--- config.mk ---
export PLATFORM = sky130hd
export DESIGN_NAME = mips_loader
export DESIGN_NICKNAME = d
export VERILOG_FILES = /design/src/rtl/mips_loader_pkg.sv /design/src/rtl/loader_word_packer.sv /design/src/rtl/mips_loader.sv
export SDC_FILE = /design/constraint.sdc
export NUM_CORES = 1
export LEC_CHECK = 0
export ABC_CLOCK_PERIOD_IN_PS = 2500
export CORE_AREA = 2 2 90 92
export DETAILED_ROUTE_END_ITERATION = 8
export DIE_AREA = 0 0 92 94
export GPL_ROUTABILITY_DRIVEN = 0
export PLACE_DENSITY = 0.9
export SETUP_SLACK_MARGIN = 0.1
export SYNTH_ARGS = -nofsm -noshare
export SYNTH_HDL_FRONTEND = slang
export SYNTH_SLANG_ARGS = --single-unit
export TNS_END_PERCENT = 10
--- constraint.sdc ---
create_clock -name clk -period 2.5 [get_ports clk]
set_clock_uncertainty 0.2 [all_clocks]
set_input_delay 0.25 -clock clk [delete_from_list [all_inputs] [get_ports clk]]
set_output_delay 0.25 -clock clk [all_outputs]
set_load 0.1 [all_outputs]
--- src/rtl/mips_loader_pkg.sv ---
// ---------------------------------------------------------------------------
// mips_loader_pkg: shared constants for the program loader and its packer.
// Rev 1.0
// ---------------------------------------------------------------------------
`default_nettype none

package mips_loader_pkg;

  localparam int          DATA_WIDTH       = 32;
  localparam logic [31:0] LOADER_HALT_WORD = 32'hFFFF_FFFF;

  localparam logic [2:0] LD_IDLE  = 3'd0;
  localparam logic [2:0] LD_RECV  = 3'd1;
  localparam logic [2:0] LD_WRITE = 3'd2;
  localparam logic [2:0] LD_DONE  = 3'd3;
  localparam logic [2:0] LD_ERROR = 3'd4;

  function automatic logic [DATA_WIDTH-1:0] word_addr(input logic [31:0] idx);
    return DATA_WIDTH'(idx) << 2;
  endfunction

endpackage

`default_nettype wire

--- src/rtl/loader_word_packer.sv ---
// ---------------------------------------------------------------------------
// loader_word_packer: collects four bytes big-endian into one 32-bit word.
// Rev 1.0
// ---------------------------------------------------------------------------
`default_nettype none

module loader_word_packer (
  input  logic        clk,
  input  logic        reset,
  input  logic        clr_i,
  input  logic        shift_i,
  input  logic [7:0]  byte_i,
  output logic [31:0] word_o,
  output logic        word_ready_o
);

  logic [1:0]  idx_q, idx_d;
  logic [23:0] shift_q, shift_d;

  always_comb begin
    idx_d   = idx_q;
    shift_d = shift_q;
    if (clr_i) begin
      idx_d   = 2'd0;
      shift_d = 24'd0;
    end else if (shift_i) begin
      idx_d   = idx_q + 2'd1;
      shift_d = {shift_q[15:0], byte_i};
    end
  end

  always_ff @(posedge clk or negedge reset) begin
    if (!reset) begin
      idx_q   <= 2'd0;
      shift_q <= 24'd0;
    end else begin
      idx_q   <= idx_d;
      shift_q <= shift_d;
    end
  end

  // The fourth byte is merged combinationally so the write can issue on its accept edge.
  assign word_o       = {shift_q, byte_i};
  assign word_ready_o = shift_i & (idx_q == 2'd3);

endmodule

`default_nettype wire

--- src/rtl/mips_loader.sv ---
// ---------------------------------------------------------------------------
// mips_loader: loads a byte-streamed program into IMEM, holding the CPU in reset.
// Rev 1.0
// ---------------------------------------------------------------------------
`default_nettype none

module mips_loader
  import mips_loader_pkg::*;
#(
  parameter int                    IMEM_DEPTH = 64,
  parameter logic [DATA_WIDTH-1:0] HALT_WORD  = LOADER_HALT_WORD,
  parameter int                    CNT_W      = $clog2(IMEM_DEPTH + 1)
) (
  input  logic                  clk,
  input  logic                  reset,
  input  logic                  i_start,
  input  logic [7:0]            i_byte,
  input  logic                  i_byte_valid,
  output logic                  o_byte_ready,
  output logic                  o_imem_we,
  output logic [DATA_WIDTH-1:0] o_imem_addr,
  output logic [DATA_WIDTH-1:0] o_imem_wdata,
  output logic                  o_cpu_reset,
  output logic                  o_done,
  output logic                  o_error,
  output logic [CNT_W-1:0]      o_word_count
);

  logic [2:0]            state_q, state_d;
  logic                  ready_q, ready_d;
  logic                  we_q, we_d;
  logic [DATA_WIDTH-1:0] addr_q, addr_d;
  logic [DATA_WIDTH-1:0] wdata_q, wdata_d;
  logic                  cpu_reset_q, cpu_reset_d;
  logic                  done_q, done_d;
  logic                  error_q, error_d;
  logic [CNT_W-1:0]      count_q, count_d;

  logic                  accept;
  logic                  start_ok;
  logic                  word_ready;
  logic [31:0]           pk_word;

  assign accept = ready_q & i_byte_valid;

  loader_word_packer u_packer (
    .clk          (clk),
    .reset        (reset),
    .clr_i        (start_ok),
    .shift_i      (accept),
    .byte_i       (i_byte),
    .word_o       (pk_word),
    .word_ready_o (word_ready)
  );

  always_comb begin
    state_d     = state_q;
    we_d        = 1'b0;
    addr_d      = addr_q;
    wdata_d     = wdata_q;
    cpu_reset_d = cpu_reset_q;
    done_d      = done_q;
    error_d     = error_q;
    count_d     = count_q;
    start_ok    = 1'b0;
    case (state_q)
      LD_IDLE, LD_DONE, LD_ERROR: begin
        if (i_start) begin
          start_ok    = 1'b1;
          state_d     = LD_RECV;
          count_d     = '0;
          addr_d      = '0;
          cpu_reset_d = 1'b1;
          done_d      = 1'b0;
          error_d     = 1'b0;
        end
      end
      LD_RECV: begin
        if (word_ready) begin
          state_d = LD_WRITE;
          // A full memory suppresses the strobe; WRITE then sees we_q low and errors out.
          if (count_q != CNT_W'(IMEM_DEPTH)) begin
            we_d    = 1'b1;
            addr_d  = word_addr(32'(count_q));
            wdata_d = pk_word;
          end
        end
      end
      LD_WRITE: begin
        if (!we_q) begin
          state_d = LD_ERROR;
          error_d = 1'b1;
        end else begin
          count_d = count_q + CNT_W'(1);
          if (wdata_q == HALT_WORD) begin
            state_d     = LD_DONE;
            done_d      = 1'b1;
            cpu_reset_d = 1'b0;
          end else begin
            state_d = LD_RECV;
          end
        end
      end
      default: state_d = LD_IDLE;
    endcase
    ready_d = (state_d == LD_RECV);
  end

  always_ff @(posedge clk or negedge reset) begin
    if (!reset) begin
      state_q     <= LD_IDLE;
      ready_q     <= 1'b0;
      we_q        <= 1'b0;
      addr_q      <= '0;
      wdata_q     <= '0;
      cpu_reset_q <= 1'b1;
      done_q      <= 1'b0;
      error_q     <= 1'b0;
      count_q     <= '0;
    end else begin
      state_q     <= state_d;
      ready_q     <= ready_d;
      we_q        <= we_d;
      addr_q      <= addr_d;
      wdata_q     <= wdata_d;
      cpu_reset_q <= cpu_reset_d;
      done_q      <= done_d;
      error_q     <= error_d;
      count_q     <= count_d;
    end
  end

  assign o_byte_ready = ready_q;
  assign o_imem_we    = we_q;
  assign o_imem_addr  = addr_q;
  assign o_imem_wdata = wdata_q;
  assign o_cpu_reset  = cpu_reset_q;
  assign o_done       = done_q;
  assign o_error      = error_q;
  assign o_word_count = count_q;

endmodule

`default_nettype wire

Yosys cells after proc, flatten, opt, wreduce, memory -nomap -nowiden
Index checks and enable logic that the tools add are counted.
{"block": "word_totals", "reg_bits": 105}
{"block": "op_classes", "bitwise": 2, "n_reduce_logical": 10, "addsub": 2, "muxes": 31, "eq_ne": 14}
{"op": "32-bit two-way mux", "n": 3}
{"op": "32-bit case mux with 2 select lines", "n": 1}
{"op": "24-bit two-way mux", "n": 2}
{"op": "32-bit equality test (second input constant)", "n": 1}
{"op": "7-bit two-way mux", "n": 2}
{"op": "7-bit case mux with 2 select lines", "n": 1}
{"op": "1-bit two-way mux", "n": 12}
{"op": "2-bit != test (second input constant)", "n": 5}
{"op": "3-bit two-way mux", "n": 3}
{"op": "3-bit case mux with 3 select lines", "n": 1}
{"op": "3-bit AND reduction", "n": 3}
{"op": "4-bit AND reduction", "n": 2}
{"op": "7-bit by 1-bit adder with 7-bit output (second input constant)", "n": 1}
{"op": "7-bit != test (second input constant)", "n": 1}
{"op": "3-bit by 1-bit equality test with 1-bit output (second input constant)", "n": 2}
{"op": "3-bit by 2-bit equality test with 1-bit output (second input constant)", "n": 2}
{"op": "2-bit two-way mux", "n": 3}
{"op": "1-bit case mux with 2 select lines", "n": 3}
{"op": "2-bit nonzero test", "n": 3}
{"op": "3-bit equality test (second input constant)", "n": 1}
{"op": "3-bit zero test", "n": 1}
{"op": "3-bit OR reduction", "n": 1}
{"op": "2-bit by 1-bit adder with 2-bit output (second input constant)", "n": 1}
{"op": "1-bit bitwise AND", "n": 2}
{"op": "2 further kinds", "n": 2}

Depth between registers and ports, before layout
{"block": "logic_depth", "word_depth": 5, "ltp_mapped": 7}

Modules after synthesis
Synthesis repeated with hierarchy kept, for this count alone.
{"block": "unflattened", "hier_cells": 287, "hier_area_um2": 3597.2}
{"mod": "mips_loader", "area_each_um2": 2443.6, "n_inst": 1, "cells_each": 193}
{"mod": "loader_word_packer", "area_each_um2": 1153.6, "n_inst": 1, "cells_each": 94}

Worst setup path before layout
Ideal clock, no wire load.
{"block": "synth_path", "path_kind": "register -> register", "from": "register ready_q, in the netlist o_byte_ready", "to": "register wdata_q[10], in the netlist o_imem_wdata[10]", "arrival_ns": 2.334, "setup_slack_ns": -0.160, "path_stages_with_launch": 8, "required_ns": 2.174, "period_less_slack_ns": 2.660, "n_path_buf": 3, "cell_sequence": "dfrtp_1 and2_1 clkbuf_1 and3_4 and2_4 buf_12 buf_12 mux2_4"}
{"block": "synth_between", "elab_chain_len": 3}
{"item": "from (decl)", "line_no": "mips_loader.sv:30", "source": "logic ready_q, ready_d;"}
{"item": "from (signal assigned)", "line_no": "mips_loader.sv:122", "source": "ready_q <= ready_d;"}
{"item": "1-bit bitwise AND", "line_no": "mips_loader.sv:44", "source": "assign accept = ready_q & i_byte_valid;"}
{"item": "1-bit bitwise AND", "line_no": "loader_word_packer.sv:44", "source": "assign word_ready_o = shift_i & (idx_q == 2'd3);"}
{"item": "3-bit AND reduction (no line)"}
{"item": "to (signal assigned)", "line_no": "mips_loader.sv:125", "source": "wdata_q <= wdata_d;"}
{"item": "to (decl)", "line_no": "mips_loader.sv:33", "source": "logic [DATA_WIDTH-1:0] wdata_q, wdata_d;"}
No other way between the ends.
A chain may end at the register's enable or synchronous reset.

Final worst setup path
{"block": "layout_path", "from": "register state_q[0]", "to": "register wdata_q[14], in the netlist o_imem_wdata[14]"}
{"block": "layout_between", "elab_chain_len": 2}
{"item": "from (decl)", "line_no": "mips_loader.sv:29", "source": "logic [2:0] state_q, state_d;"}
{"item": "from (signal assigned)", "line_no": "mips_loader.sv:121", "source": "state_q <= state_d;"}
{"item": "3-bit by 1-bit equality test with 1-bit output", "line_no": "mips_loader.sv:66", "source": "case (state_q)"}
{"item": "3-bit AND reduction (no line)"}
No other way between the ends.

==> impl_metrics.tcl <==
set metrics [dict create \
    area.growth.synth_to_final_pct 17.7 \
    grt_pass1_vias 2468 \
    diodes 0 \
    yosys_warnings 0 \
    grt_usage_pct 18.4 \
    cts-root-buf "clkbuf_8" \
    core_area_um2 7610 \
    synth_cells 330 \
    cap_viol_max_count 0 \
    tightest_slew_ns 0.660 \
    grt_max_degree 55 \
    setup_ws_ns 0.477 \
    r2r_slack_ns 0.48 \
    yosysTopAreaCell "dfrtp_1" \
    clock.fmax_mhz 494 \
    fin_area_um2 4420 \
    syn-cell-area_um2 3760 \
    cts_max_path_buffers 2 \
    port_buffers 62 \
    die_w_um 92 \
    num_vias 2586 \
    cts_resized 0 \
    cp.arrival_ns 2.06 \
    layout-drive-gt1-share_pct 30.1 \
    avgViaCountPerCell 5.16 \
    cts_inserted_buffers 9 \
    dp_hpwl_um 5430 \
    nFillCells 644 \
    clkTransAtPathRegs_ns 0.08 \
    ys_ff_latch 80 \
    antenna_found_initial 0 \
    syn_avg_cell_area_um2 11.4 \
    die_y_um 94 \
    die-area_um2 8650 \
    top_level_ports 88 \
    drtIter0Drc 142 \
    dp_slack_ns 0.288 \
    grt_pass1_wl_um 12300 \
    synth.distinct_cells 39 \
    grt.overflow.total 0 \
    cts_setup_buffers 0 \
    synth_edf_count 0 \
    firstDrtPassIters 4 \
    start_kind "register" \
    synthArstFlopShare_pct 100 \
    crit_path_end_kind "register" \
    cp_data_required_time_ns 2.53 \
    ys.flop_type "dfrtp_1" \
    cts_tree "yes" \
    fin_tns_setup_ns 0 \
    hold_violations 0 \
    yosysSeqAreaShare_pct 53.3 \
    period_share_pct 80.9 \
    slew_headroom_pct 56.0 \
    setup_violations 0 \
    num_rows 32 \
    synth_top_area_share_pct 52.6 \
    critPathKind "reg -> reg" \
    final_nets 409 \
    drv_slew 0 \
    dpl_cell_area_um2 4210 \
    yosys-top-cells-area "dfrtp_1, mux2_4, nand2_1" \
    wl_per_cell_um 15.5 \
    drcViolationCount 0 \
    cts.htree.levels 3 \
    detail-route-antenna-nets 0 \
    startpoint "state_q[0]$_DFF_PN0_" \
    wl_um 7750 \
    crit_fanout 33 \
    rsz0062_at_grt "no" \
    clkLatencyLatePin_ns 0.35 \
    start_util_pct 49.4 \
    reg2reg_from "state_q[0]$_DFF_PN0_" \
    cts_sinks 80 \
    utilization_pct 58.1 \
    min_path_type "in -> async" \
    fin_crit_ns 2.02 \
    status "finished, final reports clean" \
]
final timing paths:
check,cells after the start,end
setup / recovery,5,o_imem_wdata[14]$_DFFE_PN0P_
hold / removal,2,o_imem_addr[3]$_DFFE_PN0P_
setup reg to reg,5,o_imem_wdata[14]$_DFFE_PN0P_
hold reg to reg,2,o_error$_DFFE_PN0P_
max in group asynchronous,3,o_imem_wdata[14]$_DFFE_PN0P_
min in group clk,2,o_error$_DFFE_PN0P_
cell families (layout without fill, tap and decap cells):
group,Yosys count,after routing,synth area share (%)
xor gates and xnor gates,2,2,0.466
and+or+nand+nor,104,104,13.5
muxes,40,40,14.7
adders and majority gates,3,3,0.999
DFF,80,80,53.3
AOI/OAI and AO/OA,44,44,6.76
other,1,25,0.0998
buffers and inverters,56,101,10.2
layout make-up:
| cell class | count | area (µm²) | area share, % |
|---|---|---|---|
| well taps | 102 | 128 | 2.89 |
| inverters | 14 | 52.6 | 1.19 |
| flip-flops and latches | 80 | 2010 | 45.5 |
| clock inverters | 5 | 56.3 | 1.27 |
| clock buffers | 11 | 141 | 3.20 |
| multi-input cells | 218 | 1460 | 33.0 |
| repair buffers | 71 | 573 | 13.0 |
per-stage QoR:
stage               hold WS, ns  instances
floorplan                -0.246        354
global placement          0.117        484
finish                    0.269        501
global route              0.306        501
detailed placement        0.128        484
CTS                       0.282        501
state kept, by name (all words and copies together) (netlist names), 2 cells and up:
signal and flops:
state_q 3, o_imem_wdata 32, o_word_count 7, u_packer.idx_q 2
u_packer.shift_q 24, o_imem_addr 7
placed cells by master, fill, tap and decap left out, types with 2 or more instances in the layout:
cell             Yosys  final
dfrtp_1             79     73
nand2_1             63     63
buf_4               27     59
a21oi_1             30     30
mux2_4              29     29
conb_1               1     25
inv_1               14     14
nand4_1             10     10
clkbuf_8             0     10
clkdlybuf4s50_1      0     10
nor2_1               7      7
o21ai_0              7      7
mux2i_1              7      7
dfrtp_2              0      6
nand3_1              5      5
mux2_2               4      4
or3_1                4      4
ha_1                 3      3
a22oi_1              2      2
nor3_1               2      2
nor4_1               2      2
xnor2_1              2      2
clkinv_2             0      2
cell usage after synthesis (all sizes together) (2+ instances only):
master and instances:
a21oi 30, a22oi 2, and2 2, and3 2, buf 32, clkbuf 10
dfrtp 79, ha 3, inv 14, mux2 33, mux2i 7, nand2 63
nand3 5, nand4 10, nor2 7, nor3 2, nor3b 2, nor4 2
o21ai 7, or3 4, xnor2 2
worst max-delay path, stage by stage, from the launching register on:
cell,delay [ns]
dfrtp_1,0.50
nor3b_4,0.24
and3_4,0.22
and2_4,0.15
buf_12,0.24
mux2_4,0.33
layer usage:
layer  GRT usage, %  vias to the layer above  share of wire (%)
met5              0                        -                  0
met4           9.08                        0                1.8
met3           4.57                       13                6.2
met2           29.2                       96                 48
met1           23.6                     1279                 44
li1               -                     1198                  -
timing repair:
| action | CTS | global route |
|---|---|---|
| hold buffers | 1 | 0 |
| hold endpoints to repair | 51 | 0 |
| endpoints found under the setup margin | 0 | 0 |
Power is not shown: default switching activity piles up to over one toggle a cycle in this logic, so the estimate is an artifact.
==> RTL edit: new RTL, same settings <==
The parameter `IMEM_DEPTH` goes from 64 to 128.
--- a/src/rtl/mips_loader.sv
+++ b/src/rtl/mips_loader.sv
@@ -8,5 +8,5 @@
   import mips_loader_pkg::*;
 #(
-  parameter int                    IMEM_DEPTH = 64,
+  parameter int                    IMEM_DEPTH = 128,
   parameter logic [DATA_WIDTH-1:0] HALT_WORD  = LOADER_HALT_WORD,
   parameter int                    CNT_W      = $clog2(IMEM_DEPTH + 1)
Interface: changed (resized o_word_count); port bits go from 88 to 89. No check against the original RTL was run, so the function may have changed too.
==> RTL edit against the original RTL <==
Sequential cell count is 2 higher. Wire length shrank 0.39%. Final area increased by 2.3%. Area after synthesis rose by 0.37%. First-iteration DRC count increased by 38%. Die area did not move. Setup slack better by 17 ps. Critical path depth did not move. Largest cell class unchanged.
Power is not shown: default switching activity piles up to over one toggle a cycle in this logic, so the estimate is an artifact.
==> RTL edit: results <==
{
  "status": "finished, final reports clean",
  "first_pass_grt_wire_length_mm": 12.7,
  "route.final.wire_length_mm": 7.72,
  "grt_pass1_vias": 2611,
  "drt_iter0_markers": 196,
  "finalInstanceArea_sq_um": 4530,
  "multi_input_area_share_pct": 33.0,
  "r2r-start": "o_word_count[6]",
  "stdcell_count": 506,
  "post_synth_mux_area_share_pct": 15.1,
  "met3WireLength_microns": 344,
  "final_layout_size_suffix_gt1_share_pct": 30.4,
  "groute.layer.met1.usage_pct": 24.5,
  "gr-usage-met3_pct": 3.69,
  "met1_length_mm": 3.43,
  "synth-adder-area-share_pct": 0.995,
  "setup.reg_to_reg.worst_slack_ps": 490,
  "max_slew.worst_pin.slew_ps": 897,
  "hold_path_class": "primary input to flop",
  "post_dp_cell_area_sq_um": 4330,
  "grt_usage_pct": 19.0,
  "synthDistinctLibCells": 40,
  "sh_seq_area_pct": 45.4,
  "hold_ws_ps": 267,
  "pin_count_of_the_biggest_net_entering_global_routing": 74,
  "dpl_worst_slack_ps": 289,
  "filler_cell_count": 624,
  "regToRegEndpoint": "o_imem_wdata[7]",
  "synthesis.instances": 328,
  "clkCellAreaFrac_pct": 4.04,
  "layout.non_clock_buffers": 76,
  "hpwlAfterDp_mm": 5.44,
  "detailroute.via_count": 2530
}
==> RTL edit: changes by cell type in the layout (fill, tap and decap cells not counted), sizes merged, moves of 3 or more <==
| cell | unedited run | this run |
|---|---|---|
| inv | 14 | 11 |
| nor2 | 7 | 12 |
| xor2 | 0 | 3 |
| buf | 60 | 65 |
| nand3 | 5 | 2 |
| nand2 | 63 | 67 |
| o21ai | 7 | 3 |
==> RTL edit: worst max path at each step <==
stage	start	end	slack (ps)	depth (start not counted)
3_3_place_gp	i_byte_valid	o_imem_wdata[23]	340	6
5_1_grt	state_q[2]	o_imem_addr[3]	450	5
6_report	o_word_count[6]	o_imem_wdata[7]	490	5
3_5_place_dp	i_start	o_imem_addr[3]	290	6
2_1_floorplan	o_byte_ready	o_imem_wdata[1]	120	5
4_1_cts	o_word_count[6]	o_imem_wdata[0]	500	5
==> RTL edit: critical path, stage by stage (launching register included) <==
cell	delay [ps]
dfrtp_1	460
or3_4	430
nor4_4	240
nor2_4	80
buf_12	170
mux2_4	310
